### config.mk
export PLATFORM = sky130hd
export DESIGN_NAME = adpcm_dec_unpack
export DESIGN_NICKNAME = d
export VERILOG_FILES = /design/src/rtl/adpcm_dec_unpack.sv
export SDC_FILE = /design/constraint.sdc
export NUM_CORES = 1
export LEC_CHECK = 0
export CORE_MARGIN = 3
export CORE_UTILIZATION = 50
export DETAILED_ROUTE_END_ITERATION = 8
export PLACE_DENSITY = 0.83
export SLEW_MARGIN = 5
export SYNTH_ARGS = -nofsm -noshare
export SYNTH_HDL_FRONTEND = slang
export SYNTH_SLANG_ARGS = --single-unit
### constraint.sdc
create_clock -name clk -period 7.4 [get_ports clk]
set_input_delay 1.11 -clock clk [delete_from_list [all_inputs] [get_ports clk]]
set_output_delay 1.11 -clock clk [all_outputs]
set_load 0.01 [all_outputs]
### src/rtl/adpcm_dec_unpack.sv
// IMA ADPCM decoder with byte unpacking.
// Takes bytes carrying two 4-bit codes over valid/ready. Emits one 16-bit signed sample per
// code over valid/ready.
// Optional build macro: ADPCM_DEC_BLOCK_HDR_EN adds a block-header port. The header preloads
// the predictor and step index while no byte is held.
module adpcm_dec_unpack #(
  parameter int unsigned LOW_NIBBLE_FIRST = 1,
  parameter int          PRED_RESET       = 0,
  parameter int unsigned INDEX_RESET      = 0
) (
  input  logic        clk,
  input  logic        rst,
  input  logic [7:0]  in_code,
  input  logic        in_code_vld,
  output logic        in_code_rdy,
`ifdef ADPCM_DEC_BLOCK_HDR_EN
  input  logic        hdr_vld,
  input  logic [15:0] hdr_pred,
  input  logic [6:0]  hdr_index,
`endif
  output logic [15:0] out_sample,
  output logic        out_sample_vld,
  input  logic        out_sample_rdy
);

  typedef enum logic [1:0] {StEmpty, StLo, StHi} state_e;

  localparam logic [14:0] StepTable [0:88] = '{
    15'd7,     15'd8,     15'd9,     15'd10,    15'd11,    15'd12,    15'd13,    15'd14,
    15'd16,    15'd17,    15'd19,    15'd21,    15'd23,    15'd25,    15'd28,    15'd31,
    15'd34,    15'd37,    15'd41,    15'd45,    15'd50,    15'd55,    15'd60,    15'd66,
    15'd73,    15'd80,    15'd88,    15'd97,    15'd107,   15'd118,   15'd130,   15'd143,
    15'd157,   15'd173,   15'd190,   15'd209,   15'd230,   15'd253,   15'd279,   15'd307,
    15'd337,   15'd371,   15'd408,   15'd449,   15'd494,   15'd544,   15'd598,   15'd658,
    15'd724,   15'd796,   15'd876,   15'd963,   15'd1060,  15'd1166,  15'd1282,  15'd1411,
    15'd1552,  15'd1707,  15'd1878,  15'd2066,  15'd2272,  15'd2499,  15'd2749,  15'd3024,
    15'd3327,  15'd3660,  15'd4026,  15'd4428,  15'd4871,  15'd5358,  15'd5894,  15'd6484,
    15'd7132,  15'd7845,  15'd8630,  15'd9493,  15'd10442, 15'd11487, 15'd12635, 15'd13899,
    15'd15289, 15'd16818, 15'd18500, 15'd20350, 15'd22385, 15'd24623, 15'd27086, 15'd29794,
    15'd32767
  };

  state_e             state_q;
  logic [7:0]         byte_q;
  logic signed [15:0] pred_q;
  logic [6:0]         index_q;

  logic               fire;
  logic               accept;
  logic               hdr_block;
  logic [3:0]         code;
  logic [14:0]        step;
  logic [17:0]        step_x;
  logic [17:0]        diff;
  logic signed [31:0] pred_ext;
  logic signed [31:0] diff_ext;
  logic signed [31:0] pred_sum;
  logic signed [15:0] pred_new;
  logic signed [7:0]  idx_adj;
  logic signed [7:0]  idx_sum;
  logic [6:0]         index_new;

  // Handshake: decode fires when a nibble is pending and the output slot is free or draining
  always_comb begin
    hdr_block = 1'b0;
`ifdef ADPCM_DEC_BLOCK_HDR_EN
    hdr_block = hdr_vld;
`endif
    fire        = (state_q != StEmpty) && (!out_sample_vld || out_sample_rdy);
    in_code_rdy = !hdr_block && ((state_q == StEmpty) || ((state_q == StHi) && fire));
    accept      = in_code_vld && in_code_rdy;
  end

  // Decode datapath: nibble select, step lookup, predictor and index update with clamping
  always_comb begin
    if ((state_q == StLo) == (LOW_NIBBLE_FIRST != 0)) code = byte_q[3:0];
    else                                              code = byte_q[7:4];

    step   = StepTable[index_q];
    step_x = {3'b000, step};
    diff   = (step_x >> 3)
           + (code[2] ? step_x        : 18'd0)
           + (code[1] ? (step_x >> 1) : 18'd0)
           + (code[0] ? (step_x >> 2) : 18'd0);

    pred_ext = {{16{pred_q[15]}}, pred_q};
    diff_ext = {14'd0, diff};
    pred_sum = code[3] ? (pred_ext - diff_ext) : (pred_ext + diff_ext);
    if (pred_sum > 32'sd32767)       pred_new = 16'sh7fff;
    else if (pred_sum < -32'sd32768) pred_new = 16'sh8000;
    else                             pred_new = pred_sum[15:0];

    unique case (code[2:0])
      3'd4:    idx_adj = 8'sd2;
      3'd5:    idx_adj = 8'sd4;
      3'd6:    idx_adj = 8'sd6;
      3'd7:    idx_adj = 8'sd8;
      default: idx_adj = -8'sd1;
    endcase
    idx_sum = $signed({1'b0, index_q}) + idx_adj;
    if (idx_sum < 8'sd0)       index_new = 7'd0;
    else if (idx_sum > 8'sd88) index_new = 7'd88;
    else                       index_new = idx_sum[6:0];
  end

  // Unpack FSM, predictor state and registered sample output
  always_ff @(posedge clk) begin
    if (rst) begin
      state_q        <= StEmpty;
      byte_q         <= 8'd0;
      pred_q         <= 16'(PRED_RESET);
      index_q        <= 7'(INDEX_RESET);
      out_sample     <= 16'd0;
      out_sample_vld <= 1'b0;
    end else begin
`ifdef ADPCM_DEC_BLOCK_HDR_EN
      if (hdr_vld && (state_q == StEmpty)) begin
        pred_q  <= hdr_pred;
        index_q <= (hdr_index > 7'd88) ? 7'd88 : hdr_index;
      end
`endif
      if (fire) begin
        out_sample     <= pred_new;
        out_sample_vld <= 1'b1;
        pred_q         <= pred_new;
        index_q        <= index_new;
      end else if (out_sample_rdy) begin
        out_sample_vld <= 1'b0;
      end

      unique case (state_q)
        StEmpty: begin
          if (accept) begin
            state_q <= StLo;
            byte_q  <= in_code;
          end
        end
        StLo: begin
          if (fire) state_q <= StHi;
        end
        StHi: begin
          // A byte arriving on the last fire is taken; this fire still uses the old byte
          if (fire) begin
            if (accept) begin
              state_q <= StLo;
              byte_q  <= in_code;
            end else begin
              state_q <= StEmpty;
            end
          end
        end
        default: state_q <= StEmpty;
      endcase
    end
  end

endmodule

==> results.txt, run 1 <==
The initialized floorplan defines 40 standard-cell rows. The largest driver fanout on the critical path works out to 8. The main flop type after synthesis was sky130_fd_sc_hd__dfxtp_1. The worst path needs 7.69 ns of the cycle, external delays included.

The tools report the overall routed net length as 21300 microns. Ranked by instance count, the synthesized netlist is headed by sky130_fd_sc_hd__nor2_1 (111), sky130_fd_sc_hd__nand2_1 (80), sky130_fd_sc_hd__a21oi_1 (69). The tools report the initial cell density of the core as 51.3%. The worst hold path belongs to the class register to register.

The standard cell core area came out at 12100 sq um. The logs give 0 for the number of pins exceeding their max-slew limit in the final report and 12.8% for the worst slew slack as a fraction of its limit. The layout has 856 filler cells. The detailed-route vias per instance is 6.37, and the post-route cell area is 8170 sq um.

On the final layout, the worst clock skew is 0.00851 ns. For the met2 usage in global routing, the log shows 40.8%. The synthesized netlist contains 79 unique library cells. The xor-xnor portion of the synthesized cell area came out at 6.91%. The clock transition time at the flip-flop clock pins of the worst setup and hold paths is 0.06 ns, and the peak per-stage delay on the critical path is 0.55 ns. Setup violations remaining at the end of the flow were counted as 15.

For hold timing, the worst endpoint is byte_q[5]. The tools report the cell area after synthesis as 6190 sq um. In the routed design, unresolved DRC markers number 0. The tools report the number of detailed-routing iterations run before antenna repair as 7. The die is 117 microns wide. Sorting the synthesized cells by area gives the leading types as sky130_fd_sc_hd__ha_1 (12%), sky130_fd_sc_hd__dfxtp_1 (11%), sky130_fd_sc_hd__fa_1 (8.7%), sky130_fd_sc_hd__nor2_1 (6.7%), sky130_fd_sc_hd__a21oi_1 (5.6%). Entering global routing, the biggest net connects 42 pins. For the number of nets in the finished design, the log shows 1034. The cell that appears most often on the critical path is sky130_fd_sc_hd__a21oi_2.

The run gives 13800 sq um as the die footprint. STA classifies the critical path startpoint as a register. The cell sitting at the root of the clock tree is a sky130_fd_sc_hd__clkbuf_16. For the depth of the CTS H-tree, the log shows 2. The synthesized netlist devotes 29.3% of its cell area to compound gates.

The final reports fail on negative setup slack. Global routing consumed, on the met1 layer, 35.8% of the routing resources. Synthesis produced a netlist with a net count of 948. Cell with the largest stage delay on the worst path: sky130_fd_sc_hd__fa_1. The count of flip-flops with a built-in enable after synthesis was 0. Dominant cell by count in the synthesized netlist: sky130_fd_sc_hd__nor2_1. The average wire per cell in the routed design came out at 19.3 microns. Counting the buffers created by CTS gives 5.

Each instance of the synthesized netlist takes up on average 7.30 sq um. The count of mapped cells out of synthesis is 848, and the count of buffers from port buffering is 29. Global routing consumed, on the met3 layer, 1.85% of the routing resources.

Counting along the longest clock path gives a buffer depth of 2. In the final layout, the multi-input gates occupy 5770 sq um. The critical path is of the register to register type. Summing the sequential cell areas from Yosys gives 11.0% of the chip area. The run gives 7.87 ns as the endpoint arrival time on the critical path. The part of the cycle the worst path needs is 104%, and the fraction of the mapped netlist area in adder cells is 21.1%. The flow ran to the end, but the final reports show violations. The tools report the hold violation total from the final report as 0.

At the worst endpoint, the required time is 7.58 ns. The capture instance of the worst register-to-register path was pred_q[11]. For the placed wire-length estimate, the log shows 13600 microns. At the pin with the least slew margin, the transition time is 1.30 ns. Setup repair after global routing could not meet its margin everywhere. Static timing analysis puts the maximum clock frequency at 130 MHz. For the insertion delay of the later-clocked pin in the worst-skew pair, the log shows 0.29 ns. The dominant combinational cell family by area after synthesis was compound AO/OA/AOI/OAI gates. Across the run, the number of max-cap violations was 0. The post-synthesis simple-gate area fraction works out to 20.3%. Summed over all instances, the cell type with the most area after synthesis is sky130_fd_sc_hd__ha_1. The share of final-layout standard cells stronger than drive strength 1 is 25.1%, and the remaining antenna violation count after routing is 0. The worst register-to-register path begins at index_q[1].

The run gives 686 sq um as the area of all sequential standard cells. The number of antenna violations at the first check in global routing was 0. TritonCTS built the clock tree.

Summed over its instances, the top area cell type makes up 12.3% of the synthesized netlist area. The placed instances occupy a cell area of 7260 sq um. STA classifies the critical path endpoint as a register.

For this design, the sink count on the clock tree is 34. For the slack of the critical path, the log shows -0.292 ns. After global routing, the most crowded layer is met2. The total overflow reported by the global router is 0. The via count of the first global-routing pass is 6126, and the total global routing track utilization is 25.6%. After the first detailed-routing iteration, the DRC count stood at 1027. The tools report the first-pass GRT wire length as 28900 microns. The number of cells on the worst reg-to-reg path is 35. The hold-critical path depth was 2.

In the synthesized netlist the async set-or-reset flop fraction comes to 0%. The multiplexer fraction of the synthesized cell area is 4.73%, and the die boundary height is 117 microns. The number of storage elements in the synthesis netlist is 34, and the setup slack of the most critical reg-to-reg path is -0.29 ns.

The number of antenna diodes in the final layout is 0. The number of buffers inserted for hold repair after clock tree synthesis is 0. The yosys synthesis warning count was 0.

Across all layers, the routed design uses 7023 vias. At the end of routability-driven placement, the weighted congestion stood at 1.03. The worst hold path begins at byte_q[5]. Number of placed I/O pins: 30. The area growth from synthesis to layout is 31.9%.
-- layer usage --
layer / up-vias / part of all wire [%]
met1: 3285 / 41
met3: 74 / 7.9
li1: 3194 / -
met2: 470 / 47
met4: 0 / 4.2
met5: - / 0
-- cell type report --
class / count / area share [%]
Clock buffer: 7 / 1.75
Clock inverter: 1 / 0.0613
Inverter: 58 / 2.74
Multi-Input combinational cell: 709 / 70.7
Sequential cell: 34 / 8.39
Tap cell: 168 / 2.57
Timing Repair Buffer: 126 / 13.8
-- state kept, by name, summed over array words and instances (netlist names) --
register,count
out_sample_vld,1
index_q,7
pred_q,16
state_q,2
byte_q,8
-- worst max-delay path, delay by kind of cell (launching register included) --
| kind | cells | cell delay [ns] |
|---|---|---|
| flip-flops | 1 | 0.37 |
| AO/OA/AOI/OAI | 12 | 2.03 |
| XOR/XNOR | 3 | 0.45 |
| adder cells (fa/ha/maj) | 6 | 1.82 |
| buffers and inverters | 7 | 0.88 |
| multiplexers | 1 | 0.54 |
| AND/OR/NAND/NOR | 6 | 1.47 |
-- worst max path at each step --
stage / start / endpoint
5_1_grt: index_q[1] / pred_q[5]
4_1_cts: index_q[1] / pred_q[0]
2_1_floorplan: index_q[1] / pred_q[11]
3_5_place_dp: index_q[0] / pred_q[12]
6_report: index_q[1] / pred_q[11]
3_3_place_gp: index_q[0] / pred_q[4]
-- cell usage in the layout (no fill, tap or decap), types with 10 or more instances in the layout --
cell type                           n
sky130_fd_sc_hd__mux2i_1           17
sky130_fd_sc_hd__dfxtp_1           32
sky130_fd_sc_hd__o21ai_1           12
sky130_fd_sc_hd__nor2_1           104
sky130_fd_sc_hd__o21ai_0           46
sky130_fd_sc_hd__a211oi_1          22
sky130_fd_sc_hd__nand2b_1          10
sky130_fd_sc_hd__clkdlybuf4s50_1   29
sky130_fd_sc_hd__o21ai_2           12
sky130_fd_sc_hd__inv_1             48
sky130_fd_sc_hd__ha_1              45
sky130_fd_sc_hd__a21o_1            14
sky130_fd_sc_hd__buf_4             84
sky130_fd_sc_hd__nand3_1           10
sky130_fd_sc_hd__xor2_1            19
sky130_fd_sc_hd__nand2_1           80
sky130_fd_sc_hd__xnor2_1           20
sky130_fd_sc_hd__fa_1              25
sky130_fd_sc_hd__a21oi_1           60
-- timing repair --
| action | in CTS | in global routing |
|---|---|---|
| setup endpoints to repair | 15 | 16 |
| cloned | 1 | 0 |
| pin swaps | 8 | 81 |
| gates resized for setup | 16 | 117 |
| hold endpoints to repair | 0 | 0 |
| buffers inserted | 3 | 18 |
-- logic make-up (layout without fill, tap and decap cells) --
| kind of cell | after synthesis | count (layout) |
|---|---|---|
| multiplexers | 24 | 24 |
| AND/OR/NAND/NOR | 277 | 277 |
| adder cells (fa/ha/maj) | 88 | 88 |
| buffers and inverters | 105 | 192 |
| flip-flops | 34 | 34 |
| XOR/XNOR | 48 | 48 |
| AO/OA/AOI/OAI | 272 | 272 |
-- per-stage QoR --
stage | std cells | worst slack (ns) | utilization (%) | hold slack, ns | setup TNS (ns)
4_1_cts | 1086 | -0.00573 | 62.2 | 0.515 | -0.00573
6_report | 1103 | -0.292 | 67.7 | 0.515 | -3.38
2_1_floorplan | 848 | 0.0104 | - | 0.463 | 0
5_1_grt | 1103 | -0.550 | 67.7 | 0.533 | -7.12
3_5_place_dp | 1074 | -0.118 | 60.2 | 0.503 | -1.18
3_3_place_gp | 1074 | 0.0589 | 60.2 | 0.477 | 0
Power of run 1 is not shown: default switching activity piles up to over one toggle a cycle in this logic, so the estimate is an artifact.
==> run 2: changes to the inputs <==
--- a/config.mk
+++ b/config.mk
@@ -6,9 +6,9 @@
 export NUM_CORES = 1
 export LEC_CHECK = 0
 export CORE_MARGIN = 3
-export CORE_UTILIZATION = 50
+export CORE_UTILIZATION = 45
 export DETAILED_ROUTE_END_ITERATION = 8
-export PLACE_DENSITY = 0.83
+export GPL_ROUTABILITY_DRIVEN = 0
 export SLEW_MARGIN = 5
 export SYNTH_ARGS = -nofsm -noshare
 export SYNTH_HDL_FRONTEND = slang
==> run 2 against run 1 <==
Net effect: the flow still finishes with violations (negative setup slack); flip-flop and latch count is the same; first-iteration DRC count fell by 45%; routed wire length shrank 11%; global-route usage decreased by 1.1 points; die area rose by 11%; non-clock buffer count is 33 higher; via count fell by 3.8%; core utilization decreased by 5.6 points; cell count rose by 3.7%; register-to-register slack gained 0.09 ns; sequential share of layout area decreased by 0.13 points.
==> results.txt, run 2 (same netlist as run 1, synthesis figures left out) <==
The flow ran to the end, but the final reports show violations. The checks that failed: negative setup slack. The total clock buffers created by CTS is 5 (unchanged), and the row count is 42 (+5.0%). In the final layout, the registers with the most flip-flops are pred_q: 16 flops, byte_q: 8 flops, index_q: 7 flops. In the layout the commonest cells are sky130_fd_sc_hd__buf_4 (119), sky130_fd_sc_hd__nor2_1 (100), sky130_fd_sc_hd__nand2_1 (75). The count of buffers from port buffering is 29 (unchanged), and the critical path required time is 7.60 ns (+0.02 ns).

The flip-flop count of the largest register after layout was 16 (unchanged); the reported max-cap violation count was 0 (unchanged). The sum of buffers and inverters on the critical path is 9 (+2). The peak per-stage delay on the critical path is 0.54 ns (about the same), and the count of clock tree sinks is 34 (unchanged). Average wire per cell in the routed design: 16.6 microns (-14%). The most common cell after layout, fill and taps aside was sky130_fd_sc_hd__buf_4. The logs give 37 (-12%) for the maximum number of pins on one net before global-route repair and 0 (unchanged) for the total overflow reported by the global router. The overall die width came out at 123 microns (+5.1%).

The endpoint arrival time on the critical path is 7.80 ns (-0.07 ns), and the number of detailed-routing iterations run before antenna repair is 6 (-1). The run gives 2 (unchanged) as the depth of the CTS H-tree. Origin of the worst min-delay path: byte_q[5]. The tools report the final antenna diode count as 0 (unchanged).

The run gives 2 (unchanged) as the buffer levels on the longest clock path. The logs give 15200 sq um (+11%) for the die footprint and 6583 (+7.5%) for the via count of the first global-routing pass. Category of the critical setup timing path: register to register. Setup repair after global routing could not meet its margin everywhere. In this run the worst hold path is classified as register to register. The reg-to-reg startpoint is index_q[1]. Number of placed I/O pins: 30 (unchanged).

STA classifies the critical path startpoint as a register. The detailed-route vias per instance is 5.90 (-7.3%), and the first-pass GRT wire length is 30800 microns (+6.7%). The logs give 0 (unchanged) for the hold violation total from the final report and 19000 microns (-11%) for the overall routed net length. Number of vias after detailed routing: 6754 (-3.8%).

The part of the cycle the worst path needs was 103% (-1.2 points); the synthesis-to-finish area growth was 34.0%. The worst slack at placement was -0.228 ns (-0.111 ns). The final setup skew is 0.00946 ns (+0.000952 ns). The cell with the largest stage delay on the worst path was sky130_fd_sc_hd__or4_4.

The number of antenna violations at the first check in global routing came out at 0 (unchanged). Cell family with the largest share of critical-path delay: compound AO/OA/AOI/OAI gates. The post-route setup TNS came out at -2.63 ns (+0.746 ns). The logs give 0.28 ns (about the same) for the insertion delay of the later-clocked pin in the worst-skew pair and 568 (-45%) for the violation count after the first detailed-route iteration. The residual DRC count came out at 0 (unchanged).

The terminating pin of the worst hold path is byte_q[5]. The clock transition time at the flip-flop clock pins of the worst setup and hold paths came out at 0.06 ns (about the same). Worst slew slack as a fraction of its limit: 12.7% (-0.054 points). The number of cell instances on the worst register-to-register path is 35 (unchanged), and the highest achievable clock rate is 132 MHz (+1.2%).

The largest driver fanout on the critical path was 7 (-1). The fraction of the core area covered by cells at the end of the flow came out at 62.1% (-5.6 points). The shortest clock period the worst path allows after layout works out to 7.60 ns (-0.0907 ns). For the initial cell density of the core, the log shows 46.4% (-4.9 points). The number of pins exceeding their max-slew limit in the final report was 0 (unchanged). Setup slack of the most critical reg-to-reg path: -0.20 ns (+0.09 ns). The largest register by flop count was pred_q. The share of final-layout standard cells stronger than drive strength 1 is 27.9% (+2.8 points), and the total global routing track utilization is 24.4% (-1.1 points). The cell at the root of the clock tree is sky130_fd_sc_hd__clkbuf_16. The worst-margin pin slew is 1.30 ns (+0.000805 ns). TritonCTS built the clock tree. For the standard cell core area, the log shows 13300 sq um (+11%).

The remaining antenna violation count after routing was 0 (unchanged). The setup violation total in the final timing report is 16 (+1), and the die boundary height is 123 microns (+5.1%). The number of nets in the finished design came out at 1067 (+3.2%).

The tools report the capturing element type of the critical path as a register. The hold-critical path depth works out to 2 (unchanged). Among the stages of the critical path, the cell type that occurs most often is sky130_fd_sc_hd__buf_6.

The capture instance of the worst register-to-register path was pred_q[14]. The slack of the critical path came out at -0.201 ns (+0.0907 ns). For the placed wire-length estimate, the log shows 14500 microns (+6.7%).
-- run 2: worst min-delay path, stage by stage, from the launching register on --
cell	delay, ns
sky130_fd_sc_hd__dfxtp_1	0.32
sky130_fd_sc_hd__mux2i_1	0.07
sky130_fd_sc_hd__nor2_1	0.08
-- run 2: metrics by stage --
step           area [sq um]  hold WS, ns  std cells
2_1_floorplan          6340        0.463        848
6_report               8300        0.505       1144
3_3_place_gp           7450        0.477       1109
3_5_place_dp           7450        0.495       1109
5_1_grt                8300        0.523       1144
4_1_cts                7750        0.510       1120
-- run 2: layout make-up --
| cell class | count | area, sq um |
|---|---|---|
| fill | 1176 | 5050 |
| clock buffer | 6 | 150 |
| clock inverter | 2 | 15.0 |
| sequential | 34 | 686 |
| timing repair buffer | 159 | 1340 |
| tap | 176 | 220 |
| inverter | 58 | 230 |
| multi-input combinational | 709 | 5650 |
-- run 2: timing repair --
item / 4_1_cts / 5_1_grt
resized for setup: 27 / 92
buffers inserted: 3 / 23
hold buffers: 0 / 0
pin swaps: 11 / 72
endpoints found under the setup margin: 15 / 16
gates cloned: 0 / 2
-- run 2: worst max path at each step --
stage | slack, ns | to | start | depth (start not counted)
2_1_floorplan | 0.01 | pred_q[11] | index_q[1] | 30
3_3_place_gp | -0.1 | pred_q[0] | index_q[1] | 33
3_5_place_dp | -0.23 | pred_q[10] | index_q[1] | 38
4_1_cts | 0.002 | pred_q[4] | index_q[1] | 38
5_1_grt | -0.44 | pred_q[14] | index_q[1] | 35
6_report | -0.20 | pred_q[14] | index_q[1] | 35
-- run 2: per-layer routing --
layer	share of wire [%]	routed length (microns)	track usage, %	up-vias
met2	48	9050	41.8	276
met1	43	8250	32.2	3159
met3	6.3	1190	2.56	59
li1	-	-	-	3260
met4	2.7	509	8.17	0
met5	0	0	0	-
Power of run 2 is left out for the same reason.
==> run 3: changes to the inputs <==
--- a/config.mk
+++ b/config.mk
@@ -7,6 +7,7 @@
 export LEC_CHECK = 0
 export CORE_MARGIN = 3
 export CORE_UTILIZATION = 45
+export CTS_CLUSTER_DIAMETER = 80
 export DETAILED_ROUTE_END_ITERATION = 8
 export GPL_ROUTABILITY_DRIVEN = 0
 export SLEW_MARGIN = 5
==> results of run 3 <==
Same layout as run 2: the final DEF is identical, and so are final timing and power.
Power of run 3 is left out for the same reason.
